File: src/rtl/operand_fetch_latch.sv
// operand_fetch_latch: fetches 1-2 operand bytes under valid/ready with timeout; optional OPERAND_PARITY_EN adds mem_par/par_err
module operand_fetch_latch #(
  parameter int TIMEOUT_CYCLES = 15,
  parameter int CNT_W = 8
) (
  input  logic       CLK,
  input  logic       notRST,
  input  logic       fetch_start,
  input  logic       fetch_len,
  input  logic       op_clear,
  input  logic [7:0] mem_data,
  input  logic       mem_valid,
`ifdef OPERAND_PARITY_EN
  input  logic       mem_par,
  output logic       par_err,
`endif
  output logic       mem_ready,
  output logic       busy,
  output logic       done,
  output logic       timeout,
  output logic [7:0] notOP,
  output logic [7:0] notOPold
);
  typedef enum logic [1:0] {IDLE, WAIT_B0, WAIT_B1, FIN} state_t;
  state_t state, state_nx;
  logic rem2, to_q, acc, expire, start;
  logic [CNT_W-1:0] cnt;
  logic [7:0] op, op_old;
  assign mem_ready = state == WAIT_B0 || state == WAIT_B1;
  assign acc = mem_valid & mem_ready;
  assign start = state == IDLE && fetch_start;
  assign expire = mem_ready && !acc && cnt == CNT_W'(TIMEOUT_CYCLES - 1);
  assign busy = state != IDLE;
  assign done = state == FIN;
  assign timeout = to_q;
  assign notOP = ~op;
  assign notOPold = ~op_old;
  always_comb begin
    state_nx = state;
    state_nx = state == IDLE ? (fetch_start ? WAIT_B0 : IDLE) :
               state == FIN  ? IDLE :
               acc           ? ((state == WAIT_B0 && rem2) ? WAIT_B1 : FIN) :
               expire        ? IDLE : state;
  end
  always_ff @(posedge CLK)
    if (!notRST) state <= IDLE;
    else state <= state_nx;
  always_ff @(posedge CLK) begin
    if (!notRST) begin
      rem2 <= 1'b0;
      to_q <= 1'b0;
      cnt <= '0;
      op <= 8'h00;
      op_old <= 8'h00;
    end else begin
      to_q <= expire;
      if (start) rem2 <= fetch_len;
      cnt <= (start || acc || expire) ? '0 : mem_ready ? cnt + 1'b1 : cnt;
      // clear beats a coincident accept for both registers
      if (op_clear) begin
        op <= 8'h00;
        op_old <= 8'h00;
      end else if (acc) begin
        op_old <= op;
        op <= mem_data;
      end
    end
  end
`ifdef OPERAND_PARITY_EN
  always_ff @(posedge CLK)
    if (!notRST) par_err <= 1'b0;
    else if (start) par_err <= 1'b0;
    else if (acc && !(^{mem_data, mem_par})) par_err <= 1'b1;
`endif
endmodule

File: config.mk
export PLATFORM = sky130hd
export DESIGN_NAME = operand_fetch_latch
export DESIGN_NICKNAME = d
export VERILOG_FILES = /design/src/rtl/operand_fetch_latch.sv
export SDC_FILE = /design/constraint.sdc
export NUM_CORES = 1
export LEC_CHECK = 0
export ABC_AREA = 1
export CORE_UTILIZATION = 51
export DETAILED_ROUTE_END_ITERATION = 8
export GPL_ROUTABILITY_DRIVEN = 0
export GPL_TIMING_DRIVEN = 0
export PLACE_DENSITY = 0.87
export SLEW_MARGIN = 10
export SYNTH_ARGS = -nofsm -noshare
export SYNTH_HDL_FRONTEND = slang
export SYNTH_SLANG_ARGS = --single-unit
export TNS_END_PERCENT = 20
File: constraint.sdc
create_clock -name CLK -period 4 [get_ports CLK]
set_clock_uncertainty 0.05 [all_clocks]
set_input_delay 0.4 -clock CLK [delete_from_list [all_inputs] [get_ports CLK]]
set_output_delay 0.4 -clock CLK [all_outputs]
set_load 0.1 [all_outputs]
== After elaboration in Yosys (flattened, before gate mapping) ==
Index checks and enable logic that the tools add are counted.
Word-level totals
  register bits after elaboration: 28
  input bits: 14
  output and inout bits: 20
  word-level logic and storage cells: 34
Cells by class
  add/sub/neg operators: 1
  equality and inequality tests: 4
  mux-type cells: 6
  bitwise logic cells: 4
  reduce and logical (&&, ||, !) cells: 13
Operator list (number)
  $not 8->8: 2
  $add 8x1->8 const B: 1
  $eq 8x4->1 const B: 1
  $mux 2: 4
  $eq 2x2->1 const B: 2
  $logic_and 1x1->1: 4
  $reduce_bool 4->1: 1
  $reduce_or 2->1: 2
  $logic_or 1x1->1: 3
  $eq 2x1->1 const B: 1
  $logic_not 2->1: 1
  $mux 1: 2
  $reduce_bool 2->1: 1
  $and 1x1->1: 1
  $logic_not 1->1: 1
  $not 1->1: 1

== Logic depth before layout (Yosys ltp) ==
Gate-level depths: netlist of the first run.
  word-level depth: 10
  gate-level depth with buffers: 8
  gate-level depth less buffers: 8

== Worst setup path after synthesis of the first run ==
Ideal clock, no wire load.
  kind: reg-to-reg
  from: reg state[0]
  to: reg cnt[2]
  library setup time: 0.121 ns
  arrival: 1.969 ns
  data required time: 3.829 ns
  setup slack: 1.859 ns
  stages on the path, launching flop included: 8
  path buffers: 0
  period minus slack after synthesis: 2.141 ns
  cells stage by stage: dfxtp_1 -> inv_1 -> ha_1 -> inv_2 -> nor2_1 -> nand3_1 -> nand2_2 -> nor3b_2
Between the ends
  cells in the longest elaborated chain, start to end: 8
  elaborated cells on any way between the ends: 12
  classes of those cells: 2 x eq/ne; 1 x bitwise; 9 x reduce/logical
Ends and longest elaborated chain
  start: declaration: RTL line 25  | state_t state, state_nx;
  start signal: assignment: RTL line 47  | else state <= state_nx;
  $eq 2x1->1 or $eq 2x2->1 (tied branches): RTL line 29  | assign mem_ready = state == WAIT_B0 || state == WAIT_B1;
  $logic_or 1x1->1 (*): RTL line 29
  via mem_ready: RTL line 17  | output logic mem_ready,
  $and 1x1->1: RTL line 30  | assign acc = mem_valid & mem_ready;
  $logic_not 1->1: RTL line 32  | assign expire = mem_ready && !acc && cnt == CNT_W'(TIMEOUT_CYCLES - 1);
  $logic_and 1x1->1 (2 in a row): RTL line 32
  $logic_or 1x1->1: RTL line 58  | cnt <= (start || acc || expire) ? '0 : mem_ready ? cnt + 1'b1 : cnt;
  $reduce_or 2->1 (no line)
  end signal: assignment: RTL line 58
  end: declaration: RTL line 27  | logic [CNT_W-1:0] cnt;
The timed path passes the listed nets; every way through them passes the cells marked *.
A chain may end at the register's enable or synchronous reset.

== Final worst setup path of the first run ==
  from: reg state[0]
  to: out mem_ready
Between the ends
  cells in the longest elaborated chain, start to end: 2
  elaborated cells on any way between the ends: 3
  classes of those cells: 2 x eq/ne; 1 x reduce/logical
Ends and longest elaborated chain (RTL line)
  $eq 2x1->1 or $eq 2x2->1 (tied branches): 29
  $logic_or 1x1->1 (*): 29
  end: declaration: 17
Mark *: on every way between the ends. The rest lies on a longest branch, timed or not.

==> reports/metrics.yaml, run 1 <==
synth:
  synth_area_per_cell_um2: 8.16
  syn-num-nets: 177
  synth-xor-area-share: 0.0136
  syn_inst: 158
  yosys.cell_types.count: 20
  synth-seq-cells: 28
  synth_compound_area_frac: 0.159
  ys_seq_area_frac: 0.435
  synthAdderAreaFrac: 0.0485
  syn_area_um2: 1290
  ys_warn_count: 0
  yosys.area_share.simple: 0.230
  synth_top_family_by_area: "simple AND/OR/NAND/NOR gates"
  muxShareOfSynthArea: 0
detailed_routing:
  top_layer: "met4"
  drc: 0
  first_iter_violations: 29
  drt-met1-wl_mm: 1.22
  via_count: 1135
  wl_met2_mm: 1.42
  wirelength_mm: 2.77
  met3_length_um: 109
  via_per_inst: 5.09
  final_antenna_net_count: 0
  wire_per_inst_um: 12.4
  drt-pass1-iter-count: 4
sta:
  rsz0062_at_grt: "no"
  fin_crit_ps: 2850
  fmax_mhz: 351
  setup_slack_ps: 1150
  hold_ws_ps: 425
  final-hold-violation-count: 0
  drv_slew: 0
  setup_viol: 0
  post-route-period-util: 0.712
  maxSlewHeadroom: 0.352
  tightest_slew_ps: 969
  tns_ps: 0
die:
  initial_utilization: 0.562
  die_w_um: 52.3
  pin_count: 34
  rows: 17
  die_y_um: 52.3
  die_area_um2: 2730
  core_area_um2: 2300
layout:
  layout_commonest_cell: "clkdlybuf4s50_1"
  syn2layout_area_growth_pct: 32.4
  n_antenna_cell: 0
  fill_cells: 163
  final_util: 0.743
  fin_nets: 215
  mostFrequentLayoutCells: "clkdlybuf4s50_1, inv_1, dfxtp_1"
  drive_above_1_share: 0.144
global_route:
  grt_overflow: 0
  grt_pass1_wl_mm: 4.64
  grt_max_degree: 17
  grt_usage: 0.229
  antenna_found_initial: 0
  first_global_vias: 1052
placed_design:
  hpwlAfterDp_mm: 2.11
  post-place-ws_ps: 1520
  io_buffer_count: 33
critical_path:
  crit_fanout: 6
  crit_arrival_ps: 2400
  required_ps: 3550
  cp-end-kind: "output pin"
  cp-start-kind: "flip-flop"
  reg2reg_setup_slack_ps: 2230
  critPathKind: "flip-flop to output pin"
power:
  p_leak_nw: 0.666
  p_seq_frac: 0.490
  combPwrFrac: 0.205
  p_int_uw: 423
  power.net_switching_uw: 169
  power_uw: 592
  p_sw_frac: 0.285
  vdd_drop_max_mv: 0.283
  p_per_area_nw_per_um2: 346
  p_clk_frac: 0.305
cts:
  cts_setup_buffers: 0
  cts.repair.resized: 0
  clock_latency_ps: 320
  numCtsBuffers: 3
  path_clk_slew_ps: 150
  cts_sinks: 28
  clock-root-buffer: "clkbuf_4"
  hold_buffers: 0
  cts_tree: "done"
  cts_htree_levels: 1
  clockBufferDepth: 2
hold_path:
  holdCritPathClass: "flip-flop to flip-flop"
status:
  status: "finished, final reports clean"
job:
  drv_cap: 0
-- cells by family (layout without fill, tap and decap cells) --
family / count (synthesis) / after routing
fa+ha+maj: 5 / 5
flops: 28 / 28
compound gates: 23 / 23
simple gates: 64 / 64
buf+inv: 36 / 73
xor+xnor: 2 / 2
-- final cells by class --
type | instances | area [um^2] | area share
Multi-Input combinational cell | 94 | 582 | 0.341
Sequential cell | 28 | 561 | 0.328
Timing Repair Buffer | 33 | 330 | 0.193
Inverter | 31 | 116 | 0.0681
Tap cell | 28 | 35.0 | 0.0205
Buffer | 5 | 31.3 | 0.0183
Clock inverter | 1 | 30.0 | 0.0176
Clock buffer | 3 | 22.5 | 0.0132
-- synth_stat cells (all sizes together) --
cell / n / share of area
a211oi: 16 / 0.13
a21oi: 7 / 0.027
buf: 5 / 0.024
dfxtp: 28 / 0.43
ha: 5 / 0.048
inv: 31 / 0.090
nand2: 20 / 0.062
nand3: 11 / 0.043
nand4: 2 / 0.0097
nor2: 26 / 0.076
nor3: 2 / 0.020
nor3b: 1 / 0.0097
or2: 2 / 0.0097
xor2: 2 / 0.014
-- path summary, 6_finish.rpt --
path,from,to,depth (start not counted)
max,state[0]$_SDFFE_PN0P_,mem_ready,3
min,op_old[7]$_SDFFE_PP0P_,op_old[7]$_SDFFE_PP0P_,2
max reg2reg,state[0]$_SDFFE_PN0P_,cnt[2]$_SDFFE_PP0N_,7
min reg2reg,op_old[7]$_SDFFE_PP0P_,op_old[7]$_SDFFE_PP0P_,2
-- state kept, by name, summed over array words and instances, names as in the netlist --
name     cells
rem2         1
state        2
op_old       8
cnt          8
op           8
timeout      1
-- layer usage --
layer / global-route usage / vias to the layer above
li1: - / 577
met1: 0.287 / 527
met2: 0.399 / 27
met3: 0.0319 / 4
met4: 0.0746 / 0
met5: 0 / -
-- worst max-delay path: stages, from the launching register on --
cell and delay, ps:
dfxtp_1 420, inv_1 70, ha_1 410, clkdlybuf4s50_1 1180
-- through the flow --
step / cell area, um^2 / instances
after floorplan: 1290 / 158
after global placement: 1660 / 219
after detailed placement: 1660 / 219
after CTS: 1710 / 223
after global routing: 1710 / 223
final: 1710 / 223
-- power by group through the flow --
stage / Clock [mW] / Sequential [mW] / Combinational (mW)
2_1_floorplan: 0 / 0.295 / 0.0867
3_3_place_gp: 0 / 0.295 / 0.118
5_1_grt: 0.198 / 0.291 / 0.129
4_1_cts: 0.183 / 0.290 / 0.121
6_report: 0.181 / 0.290 / 0.121
3_5_place_dp: 0 / 0.296 / 0.121
Power figures use the tool's default switching activity.
==> run 2: changes to the inputs <==
- CORE_UTILIZATION: 51 -> 47
- PLACE_DENSITY: 0.87 -> 0.82
- clock period: 4 -> 2.8 ns (I/O delays scaled with it)
==> run 2 against run 1 <==
  * Critical path depth increased by 1
  * Sequential cell count unchanged
  * Non-clock buffer count unchanged
  * Sequential power increased by 42%
  * Critical endpoint is now busy
==> reports/metrics.yaml, run 2 (synthesis gave the netlist of run 1 again) <==
status:
  status: "finished, final reports clean"
critical_path:
  r2r_start: "state[0]$_SDFFE_PN0P_"
  critPathMaxStageDelay_ps: 1140
  crit_fanout: 4
  required_ps: 2470
  cp-start-kind: "flip-flop"
  crit_slowest_cell: "clkdlybuf4s50_1"
  cp_cell_sequence: "inv_1, ha_1, inv_1, clkdlybuf4s50_1"
  crit_arrival_ps: 2220
  critPathMostFrequentCell: "inv_1"
  reg2reg_depth: 7
  reg2reg_setup_slack_ps: 1070
  cp-end-kind: "output pin"
  critPathKind: "flip-flop to output pin"
  rr_endpoint: "cnt[2]$_SDFFE_PP0N_"
die:
  pin_count: 34
  core_area_um2: 2540
  die_area_um2: 2960
  die_y_um: 54.4
  die_w_um: 54.4
  rows: 18
  initial_utilization: 0.507
power:
  vdd_drop_max_mv: 0.434
  p_leak_nw: 0.674
  p_per_area_nw_per_um2: 458
  power_uw: 778
global_route:
  antenna_found_initial: 0
  grt_usage: 0.195
  grt_pass1_wl_mm: 4.15
  grt_overflow: 0
  first_global_vias: 1052
  grt_max_degree: 16
cts:
  cts_htree_levels: 1
  clock-root-buffer: "clkbuf_4"
  cts_tree: "done"
  hold_buffers: 0
  cts.repair.resized: 0
  clock_latency_ps: 320
  numCtsBuffers: 3
  cts_sinks: 28
  path_clk_slew_ps: 140
  cts_setup_buffers: 0
  clockBufferDepth: 2
detailed_routing:
  wirelength_mm: 2.65
  via_per_inst: 5.00
  drt-pass1-iter-count: 4
  via_count: 1124
  wire_per_inst_um: 11.8
  final_antenna_net_count: 0
  drc: 0
  first_iter_violations: 22
sta:
  final-hold-violation-count: 0
  rsz0062_at_grt: "no"
  post-route-period-util: 0.912
  drv_slew: 0
  tns_ps: 0
  maxSlewHeadroom: 0.351
  fin_crit_ps: 2550
  setup_viol: 0
  fmax_mhz: 392
  tightest_slew_ps: 970
hold_path:
  hold_end: "op_old[1]$_SDFFE_PP0P_"
  holdCritPathClass: "flip-flop to flip-flop"
  whs_path_depth: 2
  hp-start: "op_old[1]$_SDFFE_PP0P_"
job:
  drv_cap: 0
layout:
  n_antenna_cell: 0
  layout_commonest_cell: "clkdlybuf4s50_1"
  syn2layout_area_growth_pct: 31.5
  reg_top3: "cnt (8), op (8), op_old (8)"
  mostFrequentLayoutCells: "clkdlybuf4s50_1, inv_1, dfxtp_1"
  drive_above_1_share: 0.144
  fin_nets: 215
  final_util: 0.667
placed_design:
  io_buffer_count: 33
  hpwlAfterDp_mm: 2.10
[run 2: cell count changes in the layout (fill, tap and decap cells not counted)]
cell | previous run | this run
bufinv_16 | 1 | 0
clkbuf_8 | 0 | 1
clkdlybuf4s50_1 | 33 | 32
dlymetal6s2s_1 | 0 | 1
[run 2: per-layer routing]
metal | share of wire | routed length (um) | global-route usage | up-vias
li1 | - | - | - | 573
met1 | 0.44 | 1170 | 0.218 | 514
met2 | 0.51 | 1340 | 0.364 | 33
met3 | 0.046 | 121 | 0.0278 | 4
met4 | 0.0083 | 22 | 0.0812 | 0
met5 | 0 | 0 | 0 | -
[run 2: power breakdown]
group / total (mW) / internal [mW] / leakage, nW / switching [mW]
clock: 0.192 / 0.0795 / 0.0210 / 0.113
combinational: 0.172 / 0.0512 / 0.426 / 0.121
sequential: 0.413 / 0.408 / 0.227 / 0.00500
[run 2: layout make-up]
class                           instances  area, um^2
Sequential cell                        28         561
Fill cell                             218         848
Tap cell                               30        37.5
Inverter                               31         116
Clock buffer                            4        36.3
Timing Repair Buffer                   33         333
Multi-Input combinational cell         94         582
Buffer                                  5        31.3
[run 2: worst max-delay path by stage]
stage | cells after the start | start | end | slack (ps)
finish | 4 | state[0]$_SDFFE_PN0P_ | busy | 250
global route | 4 | state[0]$_SDFFE_PN0P_ | busy | 170
CTS | 3 | state[0]$_SDFFE_PN0P_ | mem_ready | 80
detailed placement | 3 | state[1]$_SDFFE_PN0P_ | mem_ready | 460
global placement | 3 | state[0]$_SDFFE_PN0P_ | mem_ready | 480
floorplan | 7 | state[0]$_SDFFE_PN0P_ | cnt[2]$_SDFFE_PP0N_ | 660
[run 2: per-stage QoR]
step / setup WS [ps] / cell area [um^2] / cells / hold WS, ps
floorplan: 659 / 1290 / 158 / 372
CTS: 77.3 / 1690 / 225 / 426
global placement: 480 / 1660 / 221 / 397
detailed placement: 460 / 1660 / 221 / 404
finish: 247 / 1700 / 225 / 424
global route: 166 / 1700 / 225 / 455
[run 2: worst max-delay path: cells and delay by family, from the launching register on]
| kind | cells | cell delay [ps] |
|---|---|---|
| buffers and inverters | 3 | 1290 |
| adder cells (fa/ha/maj) | 1 | 210 |
| flip-flops | 1 | 410 |
==> run 3: changes to the inputs <==
- SLEW_MARGIN: 10 -> unset
==> results of run 3 <==
Same layout as run 2: the final DEF is identical, and so are final timing and power.
